[config.mk]
export PLATFORM = sky130hd
export DESIGN_NAME = rr_pri_arbiter
export DESIGN_NICKNAME = d
export VERILOG_FILES = /design/src/rtl/arb_pkg.sv /design/src/rtl/rr_pri_pick.sv /design/src/rtl/rr_pri_arbiter.sv
export SDC_FILE = /design/constraint.sdc
export NUM_CORES = 1
export LEC_CHECK = 0
export ABC_AREA = 1
export CAP_MARGIN = 25
export CORE_UTILIZATION = 60
export DETAILED_ROUTE_END_ITERATION = 10
export PLACE_DENSITY = 0.83
export SYNTH_ARGS = -nofsm -noshare
export SYNTH_HDL_FRONTEND = slang
export SYNTH_SLANG_ARGS = --single-unit
[constraint.sdc]
create_clock -name clk -period 6.2 [get_ports clk]
set_input_delay 1.24 -clock clk [delete_from_list [all_inputs] [get_ports clk]]
set_output_delay 1.24 -clock clk [all_outputs]
set_load 0.02 [all_outputs]
[src/rtl/arb_pkg.sv]
// Shared types and helpers for the round-robin priority arbiter.
package arb_pkg;

    localparam int ARB_MAX_N = 32;

    typedef enum logic {
        ARB_IDLE  = 1'b0,
        ARB_GRANT = 1'b1
    } arb_state_e;

    function automatic int idx_width(input int n);
        return (n <= 2) ? 1 : $clog2(n);
    endfunction

endpackage

[src/rtl/rr_pri_pick.sv]
// Rotating priority encoder: first set req bit at or above ptr, wrapping N-1 -> 0.
module rr_pri_pick #(
    parameter int N  = 8,
    parameter int IW = 3
) (
    input  logic [N-1:0]  req,
    input  logic [IW-1:0] ptr,
    output logic [N-1:0]  pick,
    output logic [IW-1:0] pick_idx,
    output logic          any
);

    int unsigned j;

    always_comb begin
        pick     = '0;
        pick_idx = '0;
        any      = 1'b0;
        j        = 0;
        for (int unsigned k = 0; k < N; k++) begin
            j = int'(ptr) + k;
            if (j >= N) j = j - N;
            if (!any && req[j]) begin
                any      = 1'b1;
                pick[j]  = 1'b1;
                pick_idx = IW'(j);
            end
        end
    end

endmodule

[src/rtl/rr_pri_arbiter.sv]
// Round-robin arbiter with held, registered grant released by done.
// Optional forced release after MAX_HOLD cycles when ARB_TIMEOUT_EN is defined.
module rr_pri_arbiter
    import arb_pkg::*;
#(
    parameter  int N        = 8,
    parameter  int MAX_HOLD = 16,
    localparam int IW       = idx_width(N)
) (
    input  logic          clk,
    input  logic          rst_n,
    input  logic [N-1:0]  req,
    input  logic          done,
    output logic [N-1:0]  gnt,
    output logic [IW-1:0] gnt_idx,
    output logic          gnt_valid
`ifdef ARB_TIMEOUT_EN
    ,
    output logic          timeout
`endif
);

    if (N < 2 || N > ARB_MAX_N || MAX_HOLD < 1 || MAX_HOLD > 65535) begin : g_bad_param
        $error("rr_pri_arbiter: parameter out of range");
    end

    arb_state_e    state_q;
    logic [IW-1:0] ptr_q, ptr_d;
    logic [N-1:0]  gnt_q;
    logic [IW-1:0] idx_q;
    logic          valid_q;
    logic          rel;
    logic          expire;
    logic [N-1:0]  pick;
    logic [IW-1:0] pick_idx;
    logic          any;
`ifdef ARB_TIMEOUT_EN
    logic [15:0]   hold_q;
    logic          timeout_q;
`endif

    always_comb begin
        rel    = 1'b0;
        expire = 1'b0;
        if (state_q == ARB_GRANT) begin
`ifdef ARB_TIMEOUT_EN
            expire = !done && (hold_q == 16'(MAX_HOLD - 1));
`endif
            rel = done || expire;
        end
        // The picker sees the post-release pointer so the outgoing owner ranks last.
        ptr_d = ptr_q;
        if (rel) ptr_d = (idx_q == IW'(N - 1)) ? '0 : idx_q + 1'b1;
    end

    rr_pri_pick #(.N(N), .IW(IW)) u_pick (
        .req      (req),
        .ptr      (ptr_d),
        .pick     (pick),
        .pick_idx (pick_idx),
        .any      (any)
    );

    always_ff @(posedge clk or negedge rst_n) begin
        if (!rst_n) begin
            state_q   <= ARB_IDLE;
            ptr_q     <= '0;
            gnt_q     <= '0;
            idx_q     <= '0;
            valid_q   <= 1'b0;
`ifdef ARB_TIMEOUT_EN
            hold_q    <= '0;
            timeout_q <= 1'b0;
`endif
        end else begin
            case (state_q)
                ARB_IDLE: begin
`ifdef ARB_TIMEOUT_EN
                    timeout_q <= 1'b0;
                    hold_q    <= '0;
`endif
                    if (any) begin
                        gnt_q   <= pick;
                        idx_q   <= pick_idx;
                        valid_q <= 1'b1;
                        state_q <= ARB_GRANT;
                    end
                end
                ARB_GRANT: begin
                    if (rel) begin
                        ptr_q   <= ptr_d;
                        gnt_q   <= pick;
                        idx_q   <= pick_idx;
                        valid_q <= any;
                        state_q <= any ? ARB_GRANT : ARB_IDLE;
`ifdef ARB_TIMEOUT_EN
                        hold_q    <= '0;
                        timeout_q <= expire;
`endif
                    end else begin
`ifdef ARB_TIMEOUT_EN
                        hold_q    <= hold_q + 16'd1;
                        timeout_q <= 1'b0;
`endif
                    end
                end
                default: state_q <= ARB_IDLE;
            endcase
        end
    end

    assign gnt       = gnt_q;
    assign gnt_idx   = idx_q;
    assign gnt_valid = valid_q;
`ifdef ARB_TIMEOUT_EN
    assign timeout   = timeout_q;
`endif

endmodule

==> key figures <==
Detailed routing
  – Drt initial violations: 499
  – Total number of vias: about 2,800
  – Average wire per standard cell: between 15 and 20 µm
  – DR vias/cell: 6.03
  – Wirelength, routed: ~7100 µm
  – Total DRC errors in the routed layout: 0
  – TritonRoute pass-1 iters: 6
  – Remaining antenna violation count after routing: 0

Yosys
  – Flops & latches, synth: 16
  – Yosys cell types: 31
  – Area contributors post-synth: sky130_fd_sc_hd__nand3_1, sky130_fd_sc_hd__nand2_1, sky130_fd_sc_hd__dfrtp_1
  – Share of synthesized flip-flops with an asynchronous set or reset: 1.00
  – Post-Synth XOR/XNOR Area: 0.0149
  – Gate Count Post-Synth: 415
  – Share of cell area taken by muxes after synthesis: 0
  – Proportion of netlist area held by the largest area contributor: 0.177
  – Combinational family with the most area after synthesis: simple AND/OR/NAND/NOR gates
  – Cell with the most instances after synthesis: sky130_fd_sc_hd__nand2_1
  – Mean post-synth cell area: between 5 and 6 µm²
  – Number of warning messages in the yosys log: 0
  – Ys flop type: sky130_fd_sc_hd__dfrtp_1
  – Leading cell types by count after synthesis: sky130_fd_sc_hd__nand2_1, sky130_fd_sc_hd__nand3_1, sky130_fd_sc_hd__nor2_1
  – Syn_nets: roughly 440
  – Sequential cell area fraction in the yosys report: 0.165
  – Yosys top cell by area: sky130_fd_sc_hd__nand3_1
  – Number of enable flip-flop cells after synthesis: 0
  – Simple-Gate Fraction of Synth Area: 0.621
  – Total standard cell area after synthesis: approximately 2400 µm²
  – Compound-Gate Fraction of Synth Area: 0.0392
  – Fraction of the mapped netlist area in adder cells: 0.0515

Critical path
  – Worst setup path category: input pin to flop
  – Launching point of the worst reg2reg path: gnt_idx[0]
  – CP Data Arrival Time: 5.58 ns
  – Critical path startpoint category: input pin
  – Logic depth of the worst register-to-register path: 20
  – Maximum fanout along the worst path: 19
  – FF-to-FF setup slack: 1.57 ns
  – Type of element capturing the critical path: flop
  – Destination of the worst register-to-register timing path: gnt_idx[1]
  – Required time of the critical path: between 6 and 7 ns

Timing
  – Share of the clock period used by the worst path: 0.878
  – Setup violators final: 0
  – Peak Freq: between 0.15 and 0.2 GHz
  – Number of failing hold endpoints at the final stage: 0
  – RSZ-0062 raised after global routing: no
  – Fin Setup TNS: 0 ns
  – Pin slew with the least headroom to its limit: around 0.70 ns
  – Fin worst setup slack: approximately 0.76 ns
  – Final critical-path required period: 5.44 ns
  – Fin. max-slew vios: 0
  – Clock Skew: 0.00211 ns
  – Headroom to the max-slew limit: 0.530

Floorplanning
  – Initial cell density of the core: 0.644
  – Core box area: 3770 µm²
  – Horizontal extent of the die: roughly 66 µm
  – Num rows: 22
  – Die Footprint: between 4000 and 5000 µm²
  – IO Pins: 23
  – Die span in y: between 60 and 70 µm

Clocking
  – CTS Root Buffer Type: sky130_fd_sc_hd__clkbuf_8
  – CTS buffer count: 3
  – Number of H-tree levels: 1
  – Buffers from clock root to sink, at most: 2
  – Clock transition time at the flip-flop clock pins of the worst setup and hold paths: 0.06 ns
  – TritonCTS clock tree: built
  – Clk_lat worst skew: ~0.25 ns
  – CTS Hold Buffers Added: 0
  – Total setup buffers inserted after CTS: 0
  – Count of clock tree sinks: 16
  – Resize count post-CTS: 0

Layout
  – Net total in the final layout: about 450
  – Inserted Diodes: 0
  – Fin cells: ~470
  – Share of post-route cells with drive strength above 1: 0.0780
  – Relative area change from synthesis to final layout: 9.79%

Min path
  – Worst hold path type: flop to flop
  – Worst hold endpoint: gnt_valid
  – Worst hold path stage count: 2
  – Hold_sp: gnt_valid

Placed design
  – Global placement routability congestion: 1.02
  – Setup WS pre-CTS: about 0.6 ns
  – Cell count after placement: about 470
  – Detail Placement HPWL: ~5400 µm
  – Count of input and output buffers: 22

GRT
  – Gr ovfl total: 0
  – Maximum number of pins on one net before global-route repair: 27
  – Antenna violations before repair: 0
  – Global-route wire length before repair: between 10,000 and 15,000 µm
  – Overall global routing resource usage: 0.355
  – Number of global-route vias before repair: between 2,000 and 3,000

Status
  – Result of the run: completed

Run
  – Max Cap Violations: 0
-- placed cells by master (no fill, tap or decap) --
cell type,n
sky130_fd_sc_hd__nand2_1,112
sky130_fd_sc_hd__nand3_1,86
sky130_fd_sc_hd__nor2_1,43
sky130_fd_sc_hd__inv_1,37
sky130_fd_sc_hd__nor3_1,29
sky130_fd_sc_hd__nand4_1,25
sky130_fd_sc_hd__clkdlybuf4s50_1,22
sky130_fd_sc_hd__dfrtp_1,16
sky130_fd_sc_hd__ha_1,10
sky130_fd_sc_hd__nand2_2,8
sky130_fd_sc_hd__nand2_4,5
sky130_fd_sc_hd__o21ai_0,4
sky130_fd_sc_hd__clkbuf_8,4
sky130_fd_sc_hd__inv_2,3
sky130_fd_sc_hd__o21ai_2,2
sky130_fd_sc_hd__o21ai_4,2
sky130_fd_sc_hd__a21oi_1,2
sky130_fd_sc_hd__inv_4,1
sky130_fd_sc_hd__nand2_8,1
sky130_fd_sc_hd__nor2_4,1
sky130_fd_sc_hd__xor2_4,1
sky130_fd_sc_hd__nand4_4,1
sky130_fd_sc_hd__nor2_8,1
sky130_fd_sc_hd__o21a_1,1
sky130_fd_sc_hd__nand3_2,1
sky130_fd_sc_hd__o21bai_1,1
sky130_fd_sc_hd__clkinv_1,1
sky130_fd_sc_hd__nor2_2,1
sky130_fd_sc_hd__xnor2_1,1
sky130_fd_sc_hd__buf_2,1
-- stage by stage --
stage | hold slack (ns) | utilization | instance area, µm²
6_report | 0.506 | 0.707 | 2670
4_1_cts | 0.515 | 0.707 | 2670
3_5_place_dp | 0.495 | 0.692 | 2610
2_1_floorplan | 0.514 | - | 2430
5_1_grt | 0.554 | 0.707 | 2670
3_3_place_gp | 0.473 | 0.691 | 2610
-- area by class of cell --
type	count	area [µm²]
Tap cell	48	60.1
Clock buffer	4	55.1
Timing Repair Buffer	23	225
Inverter	42	160
Multi-Input combinational cell	338	1770
Sequential cell	16	400
Fill cell	346	1100
-- sequential cells by signal, summed over array words and instances, names as in the netlist --
name,flops
state_q,1
ptr_q,3
gnt_valid,1
gnt,8
gnt_idx,3
-- logic make-up (layout without fill, tap and decap cells) --
family / after synthesis / in the layout
flops: 16 / 16
buf+inv: 61 / 69
fa+ha+maj: 10 / 10
xor+xnor: 2 / 2
simple gates: 314 / 314
compound gates: 12 / 12
-- worst max path at each step --
stage	end	cells after the start	start	slack [ns]
finish	gnt_idx[1]	19	done	0.76
global route	gnt[0]	19	done	0.39
CTS	gnt_idx[1]	19	done	0.86
detailed placement	gnt_idx[1]	19	done	0.62
global placement	gnt[4]	19	done	0.85
floorplan	gnt[0]	20	done	2.59
-- worst max-delay path: stages --
cell	delay, ns
sky130_fd_sc_hd__clkdlybuf4s50_1	0.47
sky130_fd_sc_hd__nand2_4	0.23
sky130_fd_sc_hd__inv_4	0.10
sky130_fd_sc_hd__nand2_1	0.10
sky130_fd_sc_hd__nand2_2	0.21
sky130_fd_sc_hd__ha_1	0.65
sky130_fd_sc_hd__inv_1	0.35
sky130_fd_sc_hd__nand3_1	0.21
sky130_fd_sc_hd__nand2_1	0.10
sky130_fd_sc_hd__nand2_2	0.07
sky130_fd_sc_hd__nand2_1	0.25
sky130_fd_sc_hd__nor2_4	0.37
sky130_fd_sc_hd__nand4_4	0.26
sky130_fd_sc_hd__nor2_8	0.27
sky130_fd_sc_hd__nand3_2	0.13
sky130_fd_sc_hd__nand2_2	0.20
sky130_fd_sc_hd__nand2_2	0.18
sky130_fd_sc_hd__nand2_1	0.12
sky130_fd_sc_hd__nand2_1	0.06
-- metal layers --
layer | share of wire | GRT usage | up-vias
li1 | - | - | 1396
met1 | 0.43 | 0.464 | 1262
met2 | 0.45 | 0.575 | 150
met3 | 0.081 | 0.0365 | 31
met4 | 0.039 | 0.174 | 0
met5 | 0 | 0 | -
Power is not shown: default switching activity piles up to over one toggle a cycle in this logic, so the estimate is an artifact.
